===== src/rtl/router_output_arbiter.sv =====
// Round-robin, wormhole-locking arbiter feeding one registered router output stage.
// Optional stall watchdog on the locked owner: define ROUTER_ARB_WATCHDOG_EN.
module router_output_arbiter #(
  parameter int NumInputs     = 5,
  parameter int Width         = 8,
  parameter int TimeoutCycles = 255
) (
  input  logic                           clk,
  input  logic                           rst,
  input  logic [NumInputs-1:0]           in_req,
  input  logic [NumInputs-1:0]           in_empty,
  input  logic [NumInputs*Width-1:0]     in_data,
  output logic [NumInputs-1:0]           in_rdreq,
  output logic                           out_valid,
  output logic [Width-1:0]               out_data,
  input  logic                           out_ready,
  output logic [$clog2(NumInputs)-1:0]   grant_owner,
  output logic                           err_timeout,
  output logic                           dbg_locked
);
  // Handshakes: in_rdreq[i] pops FIFO i at the next rising edge and is only raised
  // while FIFO i is non-empty; an output flit transfers on any edge where
  // out_valid & out_ready, and out_valid/out_data hold until that happens.
  localparam int IdxW = $clog2(NumInputs);
  localparam logic [IdxW:0] NumW = (IdxW+1)'(NumInputs);

  typedef enum logic {IDLE = 1'b0, LOCKED = 1'b1} state_t;

  state_t              state;
  logic [IdxW-1:0]     rr_ptr;
  logic [IdxW-1:0]     owner;
  logic [NumInputs-1:0] eligible;
  logic                slot_free;
  logic                grant_found;
  logic [IdxW-1:0]     grant_idx;
  logic [IdxW:0]       scan;
  logic                pop;
  logic [IdxW-1:0]     sel;
  logic [Width-1:0]    pop_data;
  logic                pop_tail;

  function automatic logic [IdxW-1:0] next_idx(input logic [IdxW-1:0] x);
    return (x == IdxW'(NumInputs - 1)) ? '0 : x + IdxW'(1);
  endfunction

  assign eligible    = in_req & ~in_empty;
  assign slot_free   = ~out_valid | out_ready;
  assign grant_owner = owner;
  assign dbg_locked  = (state == LOCKED);
  assign pop_tail    = pop_data[Width-1];

  // First eligible input at or after rr_ptr, wrapping modulo NumInputs.
  always_comb begin
    grant_found = 1'b0;
    grant_idx   = '0;
    scan        = '0;
    for (int k = 0; k < NumInputs; k++) begin
      scan = {1'b0, rr_ptr} + (IdxW+1)'(k);
      if (scan >= NumW) scan = scan - NumW;
      if (!grant_found && eligible[scan[IdxW-1:0]]) begin
        grant_found = 1'b1;
        grant_idx   = scan[IdxW-1:0];
      end
    end
  end

  // Reset gates the pop so a held lock cannot drain its FIFO during rst.
  always_comb begin
    sel = (state == LOCKED) ? owner : grant_idx;
    pop = 1'b0;
    if (!rst && slot_free) begin
      if (state == IDLE) pop = grant_found;
      else               pop = ~in_empty[owner];
    end
  end

  always_comb begin
    pop_data = '0;
    for (int i = 0; i < NumInputs; i++) begin
      if (sel == IdxW'(i)) pop_data = in_data[i*Width +: Width];
    end
  end

  always_comb begin
    in_rdreq = '0;
    for (int i = 0; i < NumInputs; i++) begin
      in_rdreq[i] = pop && (sel == IdxW'(i));
    end
  end

  always_ff @(posedge clk) begin
    if (rst) begin
      state     <= IDLE;
      rr_ptr    <= '0;
      owner     <= '0;
      out_valid <= 1'b0;
      out_data  <= '0;
    end else begin
      if (pop) begin
        out_valid <= 1'b1;
        out_data  <= pop_data;
      end else if (out_ready) begin
        out_valid <= 1'b0;
      end
      case (state)
        IDLE: begin
          if (pop) begin
            if (pop_tail) rr_ptr <= next_idx(grant_idx);
            else begin
              state <= LOCKED;
              owner <= grant_idx;
            end
          end
        end
        LOCKED: begin
          if (pop && pop_tail) begin
            state  <= IDLE;
            rr_ptr <= next_idx(owner);
          end
        end
        default: state <= IDLE;
      endcase
    end
  end

`ifdef ROUTER_ARB_WATCHDOG_EN
  logic [7:0] wd_cnt;

  // Counts cycles the locked owner sits empty; the error is sticky until rst.
  always_ff @(posedge clk) begin
    if (rst) begin
      wd_cnt      <= '0;
      err_timeout <= 1'b0;
    end else begin
      if (state != LOCKED || pop)              wd_cnt <= '0;
      else if (in_empty[owner] && wd_cnt != 8'hFF) wd_cnt <= wd_cnt + 8'd1;
      if (wd_cnt == 8'(TimeoutCycles)) err_timeout <= 1'b1;
    end
  end
`else
  assign err_timeout = 1'b0;
`endif

endmodule


===== config.mk =====
export PLATFORM = sky130hd
export DESIGN_NAME = router_output_arbiter
export DESIGN_NICKNAME = d
export VERILOG_FILES = /design/src/rtl/router_output_arbiter.sv
export SDC_FILE = /design/constraint.sdc
export NUM_CORES = 1
export LEC_CHECK = 0
export ABC_AREA = 0
export CAP_MARGIN = 20
export CORE_MARGIN = 1
export CORE_UTILIZATION = 29
export DETAILED_ROUTE_END_ITERATION = 10
export PLACE_DENSITY_LB_ADDON = 0.1
export SYNTH_ARGS = -nofsm -noshare
export SYNTH_HDL_FRONTEND = slang
export SYNTH_SLANG_ARGS = --single-unit

===== constraint.sdc =====
create_clock -name clk -period 7.18 [get_ports clk]
set_input_delay 0.718 -clock clk [delete_from_list [all_inputs] [get_ports clk]]
set_output_delay 0.718 -clock clk [all_outputs]
set_load 0.005 [all_outputs]

# Yosys cells after proc, flatten, opt, wreduce, memory -nomap -nowiden

Index checks and enable logic that the tools add are counted.

Flip-flop bits (word level): 16
Word-level logic and storage cells: 110
Input port bits: 53
Output and inout port bits: 19

Magnitude comparators: 11
Add/subtract/negate cells: 11
Muxes and demuxes: 47
Bitwise logic cells: 7
Reduce and logical (&&, ||, !) cells: 20
Equality and inequality tests: 9

Operator list:

| cell                | count |
|---|---|
| $mux 3              | 16 |
| $mux 8              | 5 |
| $lt 3x4->1 const B  | 6 |
| $bmux 1 s3          | 6 |
| $mux 1              | 18 |
| $ge 4x3->1 const B  | 4 |
| $sub 3x3->3 const B | 5 |
| $logic_and 1x1->1   | 11 |
| $eq 3x3->1 const B  | 3 |
| $add 3x2->4 const B | 2 |
| $add 3x1->3 const B | 2 |
| $eq 3x2->1 const B  | 2 |
| $pmux 3 s2          | 1 |
| $reduce_and 3->1    | 2 |
| $and 5x5->5         | 1 |
| $logic_not 1->1     | 5 |
| $not 5->5           | 1 |
| $add 3x1->4 const B | 1 |
| $add 3x3->4 const B | 1 |
| $ne 2x2->1 const B  | 2 |
| $not 1->1           | 4 |
| $eq 3x1->1 const B  | 1 |
| $ge 3x3->1 const B  | 1 |
| $logic_not 3->1     | 1 |
| other kinds (4)     | 4 |

# Longest topological paths before layout

Word-level depth: 27
Gate-level depth with buffers: 20
Gate-level depth less buffers: 18

# Worst setup path before layout

OpenSTA, ideal clock, no wires.

Path type: register -> register
Start point: register rr_ptr[1]
End point: register owner[2] (netlist: grant_owner[2])
Path buffers: 4
Data required time: 7.059 ns
Slack: 2.429 ns
Clock period less this slack: 4.751 ns
Setup time: 0.121 ns
Cell stages (with the launch flop): 18
Arrival: 4.630 ns
Cell sequence: dfxtp_1 > buf_2 > inv_1 > ha_1 > buf_2 > inv_2 > o41ai_2 > or2_4 > mux2_4 > or4b_4 > buf_6 > or4_4 > a31o_1 > buf_6 > a21oi_2 > o221ai_2 > o41a_4 > mux2_4

Longest elaborated chain between the ends: 26
Elaborated cells between the ends (all ways): 62
Classes of those cells: add/sub: 9; order compare: 5; eq/ne: 4; mux: 33; bitwise: 1; reduce/logical: 10

Ends and longest elaborated chain:

| element                                                              | line | RTL |
|---|---|---|
| start: declaration                                                   | 30   | `logic [IdxW-1:0] rr_ptr;` |
| start signal: assignment                                             | 108  | `if (pop_tail) rr_ptr <= next_idx(grant_idx);` |
| start signal: assignment                                             | 118  | `rr_ptr <= next_idx(owner);` |
| parallel branches: the longest is 26 deep, another holds $add 3x1->4 | --   |  |
| end signal: assignment                                               | 111  | `owner <= grant_idx;` |
| end: declaration                                                     | 31   | `logic [IdxW-1:0] owner;` |

Parallel ways; which one is timed is not known. The select of a mux whose other input is x is not followed.
A chain may end at the register's enable or synchronous reset.

# Final worst setup path

Start point: register rr_ptr[1]
End point: output port in_rdreq[4]

Longest elaborated chain between the ends: 20
Elaborated cells between the ends (all ways): 52
Classes of those cells: add/sub: 9; order compare: 5; eq/ne: 1; mux: 28; reduce/logical: 9

Ends and longest elaborated chain:

| element                                                              | line | RTL |
|---|---|---|
| parallel branches: the longest is 19 deep, another holds $add 3x1->4 | --   |  |
| $logic_and 1x1->1 (*)                                                | 87   | `in_rdreq[i] = pop && (sel == IdxW'(i));` |
| end: declaration                                                     | 13   | `output logic [NumInputs-1:0] in_rdreq,` |

Every way passes the cells marked *. The select of a mux whose other input is x is not followed.

==> results.txt <==
In the final timing run, aggregate negative setup slack is 0 ns. The number of antenna diodes in the final layout is 0. The number of cells traversed by the worst hold path is 2.

The number of synthesized flops with an enable pin came out at 0. The post-synthesis area per instance is 7.62 um^2. The total of cells resized after clock tree synthesis is 0. The first-pass GRT wire length came out at 13800 um. The highest achievable clock rate came out at 0.161 GHz. Counting along the longest clock path gives a buffer depth of 2. Setup slack on the worst reg-to-reg path comes out at 1.60 ns. For this run, the leading register cell type out of synthesis is dfxtp_1. The number of nets with antenna violations after routing came out at 0. The critical path in this run is classified as register to output port. The count of mapped cells out of synthesis is 340. The vias per cell came out at 5.82. The clock edge transition at the registers on the reported setup and hold paths came out at 0.08 ns. The final max-slew violation count was 0. The library cells used most frequently in the layout, excluding fill and tap cells, are clkdlybuf4s50_1, mux2i_1, nand2_1.

The floorplan die area is 9320 um^2. The total core area is 8680 um^2. The post-CTS setup-driven buffer insertion count came out at 0. The tree is rooted in a clkbuf_8.

During placement, the flow inserted port buffers numbering 70. The vertical extent of the die is 96.5 um. The shortest clock period the worst path allows after layout is 6.19 ns. The synthesized netlist occupies a cell area of 2590 um^2.

The placed wire-length estimate after detailed placement came out at 7060 um. Summing all multi-input logic gate instances after layout gives 2120 um^2. The share of post-route cells with drive strength above 1 came out at 0.0758.

The total track usage came out at 0.193. The worst register-to-register path has a depth of 13. The pin count of the biggest net entering global routing came out at 29.

The worst setup path is launched from a register. The sequential share of the synthesized area is 0.124. The number of hold buffers added after CTS came out at 0. The I/O pin count came out at 72. After synthesis the netlist holds a flip-flop and latch count of 16. The largest stage delay on the critical path came out at 0.72 ns. The maximum vdd ir drop is 135 uV.

The count of TritonRoute iterations in the first routing pass came out at 4. The number of buffer and inverter instances along the worst setup path came out at 4. Of all nets on the critical path, the largest fanout is 17. The starting density of the core came out at 0.299. The run finished with clean final reports. The count of vias placed by the detailed router came out at 2935. The arrival time at the worst endpoint is 5.48 ns.

The critical path goes through inv_1 -> ha_1 -> inv_2 -> o41ai_2 -> or2_4 -> mux2_4 -> or4b_4 -> nor3_2 -> a21oi_1 -> a22oi_1 -> buf_4 -> nand2_1 -> a21oi_1 -> clkdlybuf4s50_1. STA classifies the critical path endpoint as an output port. The layout filler cell count is 917. At the later pin of the worst-skew pair, clock insertion delay measures 0.26 ns. The detailed-route DRC error count came out at 0. The endpoint with the worst hold slack is out_data[7]. When the netlist entered floorplanning its net count stood at 406.

The number of nets in the layout came out at 463. The static power due to leakage came out at 1.30 nW. For this design the ratio of total power to cell area is 363 nW/um^2. In this run the number of H-tree levels came out at 1. The critical hold path startpoint is out_data[7]. For the pin with the worst max-slew slack, the measured transition is 0.785 ns. The number of sinks driven by the clock tree is 16.

The via count of the first global-routing pass came to 2676. The number of different library cells in the post-synthesis netlist came out at 75. For this run, asynchronously set or reset flops after synthesis account for 0. dfxtp_1 takes more of the synthesized area than any other cell. The worst-case clock skew came out at 0.00143 ns. The first routing iteration left 137 violations. Dividing the detail-routed wire length by the instance count gives 18.0 um. The relative slew slack came out at 0.475. In the post-synthesis netlist, the biggest area contributors are dfxtp_1, mux2i_1, ha_1, nand2b_1, a211oi_1. The endpoint identified for the worst register-to-register timing path is grant_owner[2].

Clock tree synthesis inserted a total of 3 buffers. The total length of routed wires came out at 9090 um. The design draws 1.24 mW.

The number of max-cap violations is 0. Of the available clock period, the critical path in the final layout requires 0.863. For this design, the slowest cell found on the critical path is ha_1. The most numerous cell type found on the critical path is a21oi_1. The family of cells with the greatest summed delay on the critical path is simple AND/OR/NAND/NOR gates. The leading cell type in the layout, fill and taps excluded is clkdlybuf4s50_1. Setup violations remaining at the end of the flow were counted as 0. The growth of design area from synthesis to finish is 31.5%. The sequential cell area is 320 um^2. Setup repair after global routing left no endpoint under its margin.

For this run, the number of Yosys warnings is 0. The total global routing overflow came out at 0. The number of antenna violations at the first check in global routing came out at 0. The startpoint identified for the worst register-to-register timing path is rr_ptr[1].

The congestion estimate from routability-driven global placement came to 0.845. The final number of hold-violating endpoints is 0. In this run the worst hold path is classified as register to register. TritonCTS built the clock tree. The worst path required time is 6.46 ns. The x dimension of the die came out at 96.5 um.

The fraction of post-synthesis cell area in the top cell type by area came out at 0.124. The count of standard-cell rows is 34.
-- worst max-delay path by stage --
| stage | start | end | slack [ns] | cells after the start |
|---|---|---|---|---|
| after floorplan | rr_ptr[1] | grant_owner[2] | 2.43 | 17 |
| after global placement | rr_ptr[1] | in_rdreq[4] | 1.37 | 14 |
| after detailed placement | rr_ptr[1] | in_rdreq[4] | 1.31 | 14 |
| after CTS | rr_ptr[1] | in_rdreq[4] | 1.00 | 14 |
| after global routing | rr_ptr[1] | in_rdreq[4] | 0.63 | 14 |
| final | rr_ptr[1] | in_rdreq[4] | 0.99 | 14 |
-- tightest hold or removal path: stages, from the launching register on --
cell	delay (ns)
dfxtp_1	0.32
nand2_1	0.05
a21oi_1	0.05
-- stage by stage --
step | setup slack, ns | std cells | util | hold WS, ns | area [um^2]
after floorplan | 2.43 | 340 | - | 0.453 | 2590
after global placement | 1.37 | 500 | 0.386 | 0.455 | 3350
after detailed placement | 1.31 | 500 | 0.386 | 0.457 | 3350
after CTS | 1.00 | 504 | 0.393 | 0.468 | 3410
after global routing | 0.626 | 504 | 0.393 | 0.490 | 3410
final | 0.986 | 504 | 0.393 | 0.462 | 3410
-- cells in the mapped netlist, types with 3 or more instances --
| cell type | number |
|---|---|
| a211oi_1 | 15 |
| a21o_1 | 9 |
| a21oi_1 | 18 |
| a221oi_1 | 9 |
| a2bb2oi_1 | 10 |
| and2_1 | 3 |
| buf_1 | 3 |
| buf_2 | 6 |
| clkbuf_1 | 9 |
| dfxtp_1 | 16 |
| ha_1 | 12 |
| inv_1 | 12 |
| mux2i_1 | 24 |
| nand2_1 | 23 |
| nand2b_1 | 20 |
| nand3_1 | 10 |
| nand4_1 | 3 |
| nor2_1 | 22 |
| nor2b_1 | 10 |
| nor3_1 | 14 |
| nor4_1 | 13 |
| o21a_1 | 3 |
| o21ai_0 | 7 |
| o22ai_1 | 4 |
| or3_1 | 3 |
| xnor2_1 | 3 |
-- per-layer routing --
metal,global-route usage,vias up,part of all wire
li1,-,1435,-
met3,0.0297,12,0.045
met1,0.280,1404,0.47
met2,0.300,84,0.47
met4,0.0392,0,0.012
met5,0,-,0
-- report_power, final --
part | internal (mW) | switching [mW]
logic | 0.445 | 0.559
registers | 0.114 | 0.0307
clock network | 0.0488 | 0.0381
total | 0.607 | 0.628
-- cells by family after synthesis --
logic type               count (synthesis)  share of synthesized area
other                                    1                    0.00145
buffers and inverters                   35                     0.0623
XOR/XNOR                                 3                     0.0101
flip-flops                              16                      0.124
AND/OR/NAND/NOR                        131                      0.274
adder cells (fa/ha/maj)                 13                     0.0657
AO/OA/AOI/OAI                          113                      0.346
multiplexers                            28                      0.117
-- layout make-up --
type,count,share of cell area
Clock buffer,4,0.0162
Inverter,13,0.0143
Multi-Input combinational cell,289,0.621
Sequential cell,16,0.0940
Tap cell,108,0.0397
Timing Repair Buffer,74,0.214
-- registers in the layout, summed over array words and instances (netlist names) --
register     cells
rr_ptr           3
out_valid        1
dbg_locked       1
out_data         8
grant_owner      3
Power figures use the tool's default switching activity.
